[src/rtl/alu_pkg.sv]
// alu_pkg: shared definitions for the alu_pipe_mc ALU.
//   - 4-bit opcode codes. Any wider opcode field must have its upper bits at zero.
//   - Bit positions inside the 4-bit Flags word.
//   - Encoding of the handshake FSM states.
package alu_pkg;

    localparam logic [3:0] OP_ADD  = 4'b0000;
    localparam logic [3:0] OP_SUB  = 4'b0001;
    localparam logic [3:0] OP_MUL  = 4'b0010;
    localparam logic [3:0] OP_DIV  = 4'b0011;
    localparam logic [3:0] OP_AND  = 4'b0100;
    localparam logic [3:0] OP_OR   = 4'b0101;
    localparam logic [3:0] OP_NAND = 4'b0110;
    localparam logic [3:0] OP_NOR  = 4'b0111;
    localparam logic [3:0] OP_XOR  = 4'b1000;
    localparam logic [3:0] OP_XNOR = 4'b1001;
    localparam logic [3:0] OP_EQU  = 4'b1010;
    localparam logic [3:0] OP_GRT  = 4'b1011;
    localparam logic [3:0] OP_LESS = 4'b1100;
    localparam logic [3:0] OP_SHR  = 4'b1101;
    localparam logic [3:0] OP_SHL  = 4'b1110;

    localparam int FLAG_ZERO  = 0;
    localparam int FLAG_CARRY = 1;
    localparam int FLAG_DBZ   = 2;
    localparam int FLAG_ERR   = 3;

    typedef enum logic {
        IDLE    = 1'b0,
        DIV_RUN = 1'b1
    } state_e;

endpackage

[src/rtl/alu_div_iter.sv]
// alu_div_iter: iterative restoring divider for unsigned operands.
// It produces one quotient bit per clock, starting with the MSB.
// Ports:
//   CLK, RST            clock; synchronous active-high reset
//   start               load dividend/divisor and begin (caller guarantees divisor != 0)
//   dividend, divisor   WIDTH-bit operands, sampled when start is high
//   done                high on the clock whose edge completes the last step
//   quotient, remainder the final values, valid while done is high
// The quotient and remainder outputs come straight from the step logic.
// This lets the caller register them on the same edge that retires the last bit,
// so the total latency is WIDTH clocks after the start edge.
module alu_div_iter #(
    parameter int WIDTH = 8
) (
    input  logic             CLK,
    input  logic             RST,
    input  logic             start,
    input  logic [WIDTH-1:0] dividend,
    input  logic [WIDTH-1:0] divisor,
    output logic             done,
    output logic [WIDTH-1:0] quotient,
    output logic [WIDTH-1:0] remainder
);

    localparam int CNT_W = $clog2(WIDTH);

    logic             run_q;
    logic [CNT_W-1:0] cnt_q;
    logic [WIDTH-1:0] rem_q, rem_d;
    logic [WIDTH-1:0] quo_q, quo_d;   // dividend bits shift out the top while quotient bits shift in
    logic [WIDTH-1:0] div_q;
    logic [WIDTH:0]   trial;

    always_comb begin
        trial = {rem_q, quo_q[WIDTH-1]};
        if (trial >= {1'b0, div_q}) begin
            rem_d = WIDTH'(trial - {1'b0, div_q});
            quo_d = {quo_q[WIDTH-2:0], 1'b1};
        end else begin
            rem_d = trial[WIDTH-1:0];
            quo_d = {quo_q[WIDTH-2:0], 1'b0};
        end
    end

    always_ff @(posedge CLK) begin
        if (RST) begin
            run_q <= 1'b0;
            cnt_q <= '0;
            rem_q <= '0;
            quo_q <= '0;
            div_q <= '0;
        end else if (start) begin
            run_q <= 1'b1;
            cnt_q <= CNT_W'(WIDTH - 1);
            rem_q <= '0;
            quo_q <= dividend;
            div_q <= divisor;
        end else if (run_q) begin
            rem_q <= rem_d;
            quo_q <= quo_d;
            cnt_q <= cnt_q - 1'b1;
            if (cnt_q == '0) begin
                run_q <= 1'b0;
            end
        end
    end

    assign done      = run_q && (cnt_q == '0);
    assign quotient  = quo_d;
    assign remainder = rem_d;

endmodule

[src/rtl/alu_pipe_mc.sv]
// alu_pipe_mc: ALU with valid/ready request and result handshakes.
// Single-cycle ops finish in one clock. DIV with a nonzero divisor is multi-cycle.
// Ports:
//   CLK, RST             clock; synchronous active-high reset
//   A, B, ALU_FUN        operands and opcode, sampled when IN_Valid && IN_Ready
//   IN_Valid / IN_Ready  request handshake
//   ALU_OUT, Flags       registered result and {Err, DivByZero, Carry, Zero}
//   OUT_Valid/OUT_Ready  result handshake (the result is held until consumed)
//   Busy                 divider running
module alu_pipe_mc
    import alu_pkg::*;
#(
    parameter int WIDTH     = 8,
    parameter int FUN_WIDTH = 4
) (
    input  logic                 CLK,
    input  logic                 RST,
    input  logic [WIDTH-1:0]     A,
    input  logic [WIDTH-1:0]     B,
    input  logic [FUN_WIDTH-1:0] ALU_FUN,
    input  logic                 IN_Valid,
    output logic                 IN_Ready,
    output logic [2*WIDTH-1:0]   ALU_OUT,
    output logic [3:0]           Flags,
    output logic                 OUT_Valid,
    input  logic                 OUT_Ready,
    output logic                 Busy
);

    localparam int OUT_WIDTH = 2 * WIDTH;

    state_e                 state_q, state_d;
    logic                   out_valid_q, out_valid_d;
    logic [OUT_WIDTH-1:0]   alu_out_q, alu_out_d;
    logic [3:0]             flags_q, flags_d;

    logic                   op_ok;
    logic [3:0]             op;
    logic                   accept, div_start, write_sc;
    logic                   div_done;
    logic [WIDTH-1:0]       div_quo, div_rem;

    logic [WIDTH:0]         sum;
    logic [OUT_WIDTH-1:0]   prod;
    logic [OUT_WIDTH-1:0]   sc_res;
    logic                   sc_carry, sc_dbz, sc_err;

    // If the opcode field is wider than 4 bits, any set upper bit makes the code out of range.
    generate
        if (FUN_WIDTH > 4) begin : g_wide_fun
            assign op_ok = ~|ALU_FUN[FUN_WIDTH-1:4];
        end else begin : g_narrow_fun
            assign op_ok = 1'b1;
        end
    endgenerate
    assign op = ALU_FUN[3:0];

    assign IN_Ready  = (state_q == IDLE) && (!out_valid_q || OUT_Ready);
    assign accept    = IN_Valid && IN_Ready;
    assign div_start = accept && op_ok && (op == OP_DIV) && (B != '0);
    assign write_sc  = accept && !div_start;

    // Single-cycle datapath. Concatenation with zeros keeps each WIDTH-bit
    // sub-expression self-sized, so the results are zero-extended, not sign-extended.
    always_comb begin
        sum      = {1'b0, A} + {1'b0, B};
        prod     = {{WIDTH{1'b0}}, A} * {{WIDTH{1'b0}}, B};
        sc_res   = '0;
        sc_carry = 1'b0;
        sc_dbz   = 1'b0;
        sc_err   = 1'b0;
        if (!op_ok) begin
            sc_err = 1'b1;
        end else begin
            case (op)
                OP_ADD:  begin sc_res = {{(WIDTH-1){1'b0}}, sum}; sc_carry = sum[WIDTH]; end
                OP_SUB:  begin sc_res = {{WIDTH{1'b0}}, (A - B)}; sc_carry = (A < B); end
                OP_MUL:  begin sc_res = prod; sc_carry = |prod[OUT_WIDTH-1:WIDTH]; end
                OP_DIV:  begin
                    // A nonzero divisor goes to the iterative path. Only the divide-by-zero result is formed here.
                    if (B == '0) begin
                        sc_res = {A, {WIDTH{1'b1}}};
                        sc_dbz = 1'b1;
                    end
                end
                OP_AND:  sc_res = {{WIDTH{1'b0}}, (A & B)};
                OP_OR:   sc_res = {{WIDTH{1'b0}}, (A | B)};
                OP_NAND: sc_res = {{WIDTH{1'b0}}, ~(A & B)};
                OP_NOR:  sc_res = {{WIDTH{1'b0}}, ~(A | B)};
                OP_XOR:  sc_res = {{WIDTH{1'b0}}, (A ^ B)};
                OP_XNOR: sc_res = {{WIDTH{1'b0}}, ~(A ^ B)};
                OP_EQU:  sc_res = (A == B) ? OUT_WIDTH'(1) : '0;
                OP_GRT:  sc_res = (A > B)  ? OUT_WIDTH'(2) : '0;
                OP_LESS: sc_res = (A < B)  ? OUT_WIDTH'(3) : '0;
                OP_SHR:  begin sc_res = {{WIDTH{1'b0}}, 1'b0, A[WIDTH-1:1]}; sc_carry = A[0]; end
                OP_SHL:  begin sc_res = {{WIDTH{1'b0}}, A[WIDTH-2:0], 1'b0}; sc_carry = A[WIDTH-1]; end
                default: sc_err = 1'b1;
            endcase
        end
    end

    alu_div_iter #(
        .WIDTH(WIDTH)
    ) u_div (
        .CLK      (CLK),
        .RST      (RST),
        .start    (div_start),
        .dividend (A),
        .divisor  (B),
        .done     (div_done),
        .quotient (div_quo),
        .remainder(div_rem)
    );

    always_comb begin
        state_d     = state_q;
        out_valid_d = out_valid_q;
        alu_out_d   = alu_out_q;
        flags_d     = flags_q;

        case (state_q)
            IDLE:    if (div_start) state_d = DIV_RUN;
            DIV_RUN: if (div_done)  state_d = IDLE;
            default: state_d = IDLE;
        endcase

        if (out_valid_q && OUT_Ready) begin
            out_valid_d = 1'b0;
        end
        // A new result written on the same edge as a consume keeps OUT_Valid high.
        // A divide can only complete when the slot is free, because it was accepted with the slot free.
        if (write_sc || div_done) begin
            out_valid_d = 1'b1;
            flags_d     = '0;
            if (div_done) begin
                alu_out_d = {div_rem, div_quo};
            end else begin
                alu_out_d           = sc_res;
                flags_d[FLAG_CARRY] = sc_carry;
                flags_d[FLAG_DBZ]   = sc_dbz;
                flags_d[FLAG_ERR]   = sc_err;
            end
            flags_d[FLAG_ZERO] = (alu_out_d == '0);
        end
    end

    always_ff @(posedge CLK) begin
        if (RST) begin
            state_q     <= IDLE;
            out_valid_q <= 1'b0;
            alu_out_q   <= '0;
            flags_q     <= '0;
        end else begin
            state_q     <= state_d;
            out_valid_q <= out_valid_d;
            alu_out_q   <= alu_out_d;
            flags_q     <= flags_d;
        end
    end

    assign ALU_OUT   = alu_out_q;
    assign Flags     = flags_q;
    assign OUT_Valid = out_valid_q;
    assign Busy      = (state_q == DIV_RUN);

endmodule

[config.mk]
export PLATFORM = sky130hd
export DESIGN_NAME = alu_pipe_mc
export DESIGN_NICKNAME = d
export VERILOG_FILES = /design/src/rtl/alu_pkg.sv /design/src/rtl/alu_div_iter.sv /design/src/rtl/alu_pipe_mc.sv
export SDC_FILE = /design/constraint.sdc
export NUM_CORES = 1
export LEC_CHECK = 0
export ABC_AREA = 1
export BUFFER_PORTS_ARGS = -buffer_cell sky130_fd_sc_hd__buf_2
export CORE_MARGIN = 5
export CORE_UTILIZATION = 49
export DETAILED_ROUTE_END_ITERATION = 8
export MAX_ROUTING_LAYER = met4
export PLACE_DENSITY = 0.79
export SYNTH_ARGS = -nofsm -noshare
export SYNTH_HDL_FRONTEND = slang
export SYNTH_HIERARCHICAL = 1
export SYNTH_SLANG_ARGS = --single-unit
export TNS_END_PERCENT = 20
[constraint.sdc]
create_clock -name CLK -period 4.8 [get_ports CLK]
set_input_delay 0.48 -clock CLK [delete_from_list [all_inputs] [get_ports CLK]]
set_output_delay 0.48 -clock CLK [all_outputs]
set_load 0.01 [all_outputs]
==> results.ini, run 1 <==
[synthesis]
yosys-top-cells-count=nand2_1 (352), inv_1 (232), nor2_1 (105), nand3_1 (95), ha_1 (70)
ys_seq_area_share_pct=14.1
synth_seq_cells=50
avgSynthCellArea_um2=6.09
netlist_area_um2=7090
ys.flop_type=dfxtp_1
synthSimpleGateAreaFrac_pct=37.1
synth_top_area_cell=nand2_1
synth_compound_area_share_pct=8.68
ys_types=45
yosysMostFrequentCell=nand2_1
synthMuxAreaShare_pct=0.282
synth-adder-area-share_pct=23.4
synthTopCellsByArea=nand2_1 (19%), dfxtp_1 (14%), ha_1 (12%)
synth_edf_count=0
synthArstFlopShare_pct=0
synth_xor_area_share_pct=0.741
netlist.area_leader.share_pct=18.6
synth_top_family_by_area=simple AND/OR/NAND/NOR gates
syn_nets=1297
synth_cells=1164
yosysWarnings=6

[timing]
drv_slew=0
finalHoldViolations=0
finalCritPeriodShare_pct=92.9
max_slew_margin_pct=25.4
finalCriticalPeriod_ps=4460
whs_ps=467
tightestPinTransition_ps=1110
skew_ps=1.94
setup_violations=0
fin_ws_ps=339
fmax_ghz=0.224

[critical_path]
reg2reg_slack_ps=1880
critPathRequiredTime_ps=5020
setup.worst_path.end_class=flip-flop
crit_type=in2reg
arrival_ps=4690
cp_max_fo=8
worst_setup_path_start_kind=input pin

[floorplanning]
row_count=44
core-area_um2=14400
io_pins=47
fp.dieH_um=130
start_util_pct=49.3
die-area_um2=17000
die_x_um=130

[clock_tree]
cts.sink_count=50
clk_latency_ps=280
clock_path_buffers=2
cts-hold-fix-buffers=0
clkTransAtPathRegs_ps=60
cts_tree=yes
cts-root-buf=clkbuf_16
htree_levels=2
numCtsBuffers=5

[pwr]
p_leak_nw=4.66
power_w=0.00209
power.density_nw_per_um2=268
ir_drop_v=0.000148

[global_routing]
overflow=0
grt.total_usage_pct=26.6
grt_max_degree=27
grt_pass1_wl_um=35100
first_global_vias=7010
grt_antenna_before_repair=0

[route]
final_antenna_net_count=0
drt-total-wl_um=21500
dr.pass1.iters=6
drc=0
vias=7416
drt_iter0_markers=741
viasPerCell=5.32
wl_per_cell_um=15.4

[finish]
area_growth_pct=10.2
nets=1343
drive_gt1_share_pct=10.9
fin_area_um2=7810
num_antenna_cells=0
final_util_pct=54.4
fill_cells=1475

[placement]
gp_congestion=1.03
placed_area_um2=7580
portBuffers=46
hpwl_um=17500
dp_slack_ps=12.5

[run_status]
status=completed

[worst_hold_path]
hp-class=reg2reg

[run]
maxCapViolations=0

-- flip-flops by register name (all words and copies together) (netlist names) --
name,cells
ALU_OUT,16
u_div/div_q,8
u_div/quo_q,8
u_div/rem_q,8
Flags,4
u_div/cnt_q,3
Busy,1
OUT_Valid,1
u_div/run_q,1
-- path summary, 6_finish.rpt --
| check | startpoint | endpoint | cells past startpoint |
|---|---|---|---|
| max | A[5] | Flags[0]$_SDFFE_PP0P_ | 22 |
| min reg2reg | u_div/div_q[2]$_SDFFE_PP0P_ | u_div/div_q[2]$_SDFFE_PP0P_ | 2 |
| min | u_div/div_q[2]$_SDFFE_PP0P_ | u_div/div_q[2]$_SDFFE_PP0P_ | 2 |
| max reg2reg | u_div/run_q$_SDFF_PP0_ | Flags[0]$_SDFFE_PP0P_ | 13 |
-- where the power goes --
group          internal [W]  switching [W]
Clock              0.000246       0.000145
Sequential         0.000435      0.0000123
Combinational      0.000481       0.000771
-- area by class of cell --
| type | count | area (µm²) | area share, % |
|---|---|---|---|
| clock inverter | 1 | 30.0 | 0.384 |
| multi-input combinational | 836 | 5030 | 64.4 |
| inverter | 235 | 882 | 11.3 |
| timing repair buffer | 82 | 505 | 6.47 |
| sequential | 50 | 1000 | 12.8 |
| tap | 184 | 230 | 2.95 |
| clock buffer | 7 | 133 | 1.70 |
-- metrics by stage --
stage	cells	setup TNS, ps
5_1_grt	1395	-1.43
3_3_place_gp	1386	0
3_5_place_dp	1386	0
4_1_cts	1394	0
6_report	1395	0
2_1_floorplan	1164	0
-- critical path, cell delays in order --
cell	delay, ps
buf_2	120
buf_4	170
ha_1	240
fa_1	500
inv_1	70
fa_1	530
inv_1	50
fa_1	490
ha_1	350
ha_4	310
nand2_1	70
nor2_1	210
nand3_2	130
nand3_1	100
nand2_1	70
nand3_1	60
o21ai_0	130
a21oi_1	220
nand2_1	80
nor2_1	120
nand2_1	70
a21oi_2	100
-- cells by family after synthesis --
logic type | Yosys count
simple gates | 615
buf+inv | 278
fa+ha+maj | 109
compound gates | 104
flops | 50
xor+xnor | 6
mux | 2
-- per-layer routing --
metal | part of all wire [%] | wire length (µm) | GRT usage [%]
met1 | 44 | 9390 | 35.4
met4 | 3.6 | 772 | 8.86
met2 | 46 | 9860 | 41.4
met3 | 6.9 | 1480 | 4.05
met5 | 0 | 0 | -
-- timing repair --
action                                  in CTS  in global routing
endpoints found under the setup margin       0                  2
setup buffers                                0                  1
gates resized for setup                      0                 12
-- cells in the final DEF, fill, tap and decap left out, types with 2 or more instances in the layout --
master     Yosys  layout
nand2_1      352     352
inv_1        232     232
nor2_1       105     105
nand3_1       95      94
ha_1          70      66
dfxtp_1       50      50
buf_2         14      44
fa_1          39      39
o21ai_0       37      36
buf_4          9      36
a21oi_1       33      33
nand4_1       15      15
nand2_2       12      12
o21bai_1      11      10
nor3_1         9       9
o211ai_1       8       8
nor2_2         7       7
o221ai_1       6       6
clkbuf_16      0       5
nand2_4        4       4
and2_1         4       4
inv_2          3       3
nor2_4         3       3
xnor2_1        3       3
xor2_1         3       2
or2_2          2       2
a31oi_1        2       2
nand3_2        1       2
ha_4           0       2
ha_2           0       2
clkbuf_1      16       2
clkbuf_4       0       2
Note: power is estimated with default switching activity, not from simulation.
==> run 2: changes to the inputs <==
--- a/config.mk
+++ b/config.mk
@@ -5,7 +5,6 @@
 export SDC_FILE = /design/constraint.sdc
 export NUM_CORES = 1
 export LEC_CHECK = 0
-export ABC_AREA = 1
 export BUFFER_PORTS_ARGS = -buffer_cell sky130_fd_sc_hd__buf_2
 export CORE_MARGIN = 5
 export CORE_UTILIZATION = 49
==> run 2 against run 1 <==
Synthesized area decreased by 1.0%. Clock skew increased by 3.5 ps. Critical path type unchanged. Clock power decreased by 8.4%. Cell count decreased by 14%. Sequential power decreased by 3%. Via count decreased by 0.67%. Utilization increased by 4.7 points. Worst setup slack got worse by 180 ps. Hold slack got worse by 19 ps.
==> results.ini, run 2 <==
[run_status]
status=completed

[critical_path]
arrival_ps=4870  ; +180 ps
setup.worst_path.end_class=flip-flop
worst_path_max_delay_cell=fa_1
cp_cell_sequence=buf_4 > buf_4 > buf_4 > ha_1 > fa_1 > inv_1 > fa_1 > inv_1 > fa_1 > ha_1 > ha_4 > nand2_1 > o22a_1 > nor2b_1 > o21ai_1 > mux2_4 > nor4_4 > nand4_1 > o21ai_1
critPathRequiredTime_ps=5020  ; about the same
slowest_delay_ps=540  ; about the same
crit_type=in2reg
worst_setup_path_start_kind=input pin
cp_max_fo=7  ; -1

[placement]
hpwl_um=17700  ; +1.2%
gp_congestion=1.05  ; +2.0%
dp_slack_ps=-359  ; -371 ps
portBuffers=46  ; unchanged

[synthesis]
synth_seq_cells=50  ; unchanged
yosysWarnings=6  ; unchanged
yosys-top-cells-count=nor2_1 (117), inv_1 (100), nand2_1 (76), ha_1 (70), dfxtp_1 (50)
yosysMostFrequentCell=nor2_1
synth_cells=921  ; -21%
netlist.area_leader.share_pct=14.3  ; -4.4 points
avgSynthCellArea_um2=7.62  ; +25%
synth_edf_count=0  ; unchanged
synthArstFlopShare_pct=0  ; unchanged
synthTopCellsByArea=dfxtp_1 (14%), ha_1 (12%), fa_1 (11%)
synth_top_area_cell=dfxtp_1
syn_nets=1054  ; -19%
ys_seq_area_share_pct=14.3  ; +0.15 points
netlist_area_um2=7020  ; -1.0%
ys_types=88  ; +96%
ys.flop_type=dfxtp_1

[floorplanning]
row_count=43  ; -2.3%
fp.dieH_um=130  ; -0.48%
start_util_pct=50.3  ; +1.0 points
die-area_um2=16800  ; -0.96%
die_x_um=130  ; -0.48%
core-area_um2=13900  ; -3.0%
io_pins=47  ; unchanged

[route]
dr.pass1.iters=8  ; +2
viasPerCell=6.16  ; +16%
drt-total-wl_um=23100  ; +7.5%
drt_iter0_markers=901  ; +22%
final_antenna_net_count=0  ; unchanged
vias=7366  ; -0.67%
drc=0  ; unchanged
wl_per_cell_um=19.3  ; +25%

[global_routing]
grt_max_degree=47  ; +74%
grt_antenna_before_repair=0  ; unchanged
grt_pass1_wl_um=36400  ; +3.8%
first_global_vias=6997  ; -0.19%
overflow=0  ; unchanged
grt.total_usage_pct=28.0  ; +1.4 points

[timing]
setup-tns-final_ps=0  ; unchanged
setup_violations=0  ; unchanged
skew_ps=5.45  ; +3.50 ps
tightestPinTransition_ps=759  ; -356 ps
finalCritPeriodShare_pct=96.8  ; +3.8 points
finalCriticalPeriod_ps=4640  ; +183 ps
max_slew_margin_pct=49.4  ; +24 points
fin_ws_ps=155  ; -183 ps
finalHoldViolations=0  ; unchanged
drv_slew=0  ; unchanged
fmax_ghz=0.215  ; -3.9%

[clock_tree]
cts.sink_count=50  ; unchanged
cts-root-buf=clkbuf_16
clk_latency_ps=290  ; about the same
numCtsBuffers=5  ; unchanged
htree_levels=2  ; unchanged
cts-hold-fix-buffers=0  ; unchanged
cts_setup_buffers=0  ; unchanged
clkTransAtPathRegs_ps=70  ; about the same
clock_path_buffers=2  ; unchanged
cts_tree=yes

[finish]
final_common_cell=nor2_1
nets=1148  ; -15%
final_util_pct=59.0  ; +4.7 points
fill_cells=1274  ; -14%
ff_latch_area_um2=1000  ; unchanged
largest_register_ffs=16  ; unchanged
final_cell_mix=nor2_1 (115), buf_4 (96), inv_1 (93)
num_antenna_cells=0  ; unchanged
area_growth_pct=17.3
drive_gt1_share_pct=19.9  ; +9.0 points
multi_input_area_um2=5510  ; +9.6%

[run]
maxCapViolations=0  ; unchanged

[worst_hold_path]
hp-class=reg2reg

[pwr]
p_leak_nw=3.71  ; -20%
power.density_nw_per_um2=290  ; +8.3%
ir_drop_v=0.000159  ; +7.7%

run 2: stage by stage:
stage,cells,cell area (µm²),power (W),hold WS [ps]
2_1_floorplan,921,7020,0.00133,460
3_3_place_gp,1189,7940,0.00185,439
3_5_place_dp,1189,7940,0.00187,443
4_1_cts,1197,8090,0.00224,452
5_1_grt,1196,8230,0.00256,470
6_report,1196,8230,0.00239,448
run 2: per-layer routing:
metal | share of wire, % | global-route usage, % | vias to the layer above | routed length (µm)
li1 | - | - | 3438 | -
met1 | 41 | 36.3 | 3486 | 9550
met2 | 47 | 45.2 | 365 | 10900
met5 | 0 | - | - | 0
met3 | 7.9 | 3.75 | 77 | 1820
met4 | 3.9 | 9.11 | 0 | 892
run 2: path summary, 6_finish.rpt:
path / slack [ps] / startpoint / endpoint / depth (start not counted)
max: 160 / A[5] / Flags[0]$_SDFFE_PP0P_ / 19
min: 450 / ALU_OUT[15]$_SDFFE_PP0P_ / ALU_OUT[15]$_SDFFE_PP0P_ / 2
max reg2reg: 1700 / u_div/run_q$_SDFF_PP0_ / Flags[0]$_SDFFE_PP0P_ / 11
min reg2reg: 450 / ALU_OUT[15]$_SDFFE_PP0P_ / ALU_OUT[15]$_SDFFE_PP0P_ / 2
run 2: critical path: cells and delay by family:
family	cells	cell delay [ps]
adder cells (fa/ha/maj)	6	2370
buffers and inverters	5	570
AND/OR/NAND/NOR	4	560
AO/OA/AOI/OAI	3	520
multiplexers	1	350
run 2: layout make-up:
type,count,share of cell area [%]
Multi-Input combinational cell,714,67.0
Clock buffer,5,1.52
Clock inverter,3,0.259
Sequential cell,50,12.2
Tap cell,180,2.74
Timing Repair Buffer,140,11.5
Inverter,104,4.77
run 2: repair_timing:
item / CTS / global route
endpoints found under the setup margin: 1 / 4
gates resized for setup: 2 / 43
pin swaps: 1 / 20
run 2: power breakdown:
part           internal [W]  switching [W]  total, W
Combinational      0.000728       0.000864   0.00159
Clock              0.000194       0.000165  0.000359
Sequential         0.000428     0.00000792  0.000435
run 2: kinds of logic (layout without fill, tap and decap cells):
family                   Yosys count  after routing  share of synthesized area (%)
adder cells (fa/ha/maj)          109            109                           23.6
buffers and inverters            157            252                           9.13
multiplexers                      31             31                           4.44
AO/OA/AOI/OAI                    223            223                           23.1
XOR/XNOR                          14             14                           1.75
AND/OR/NAND/NOR                  337            337                           23.7
flip-flops                        50             50                           14.3
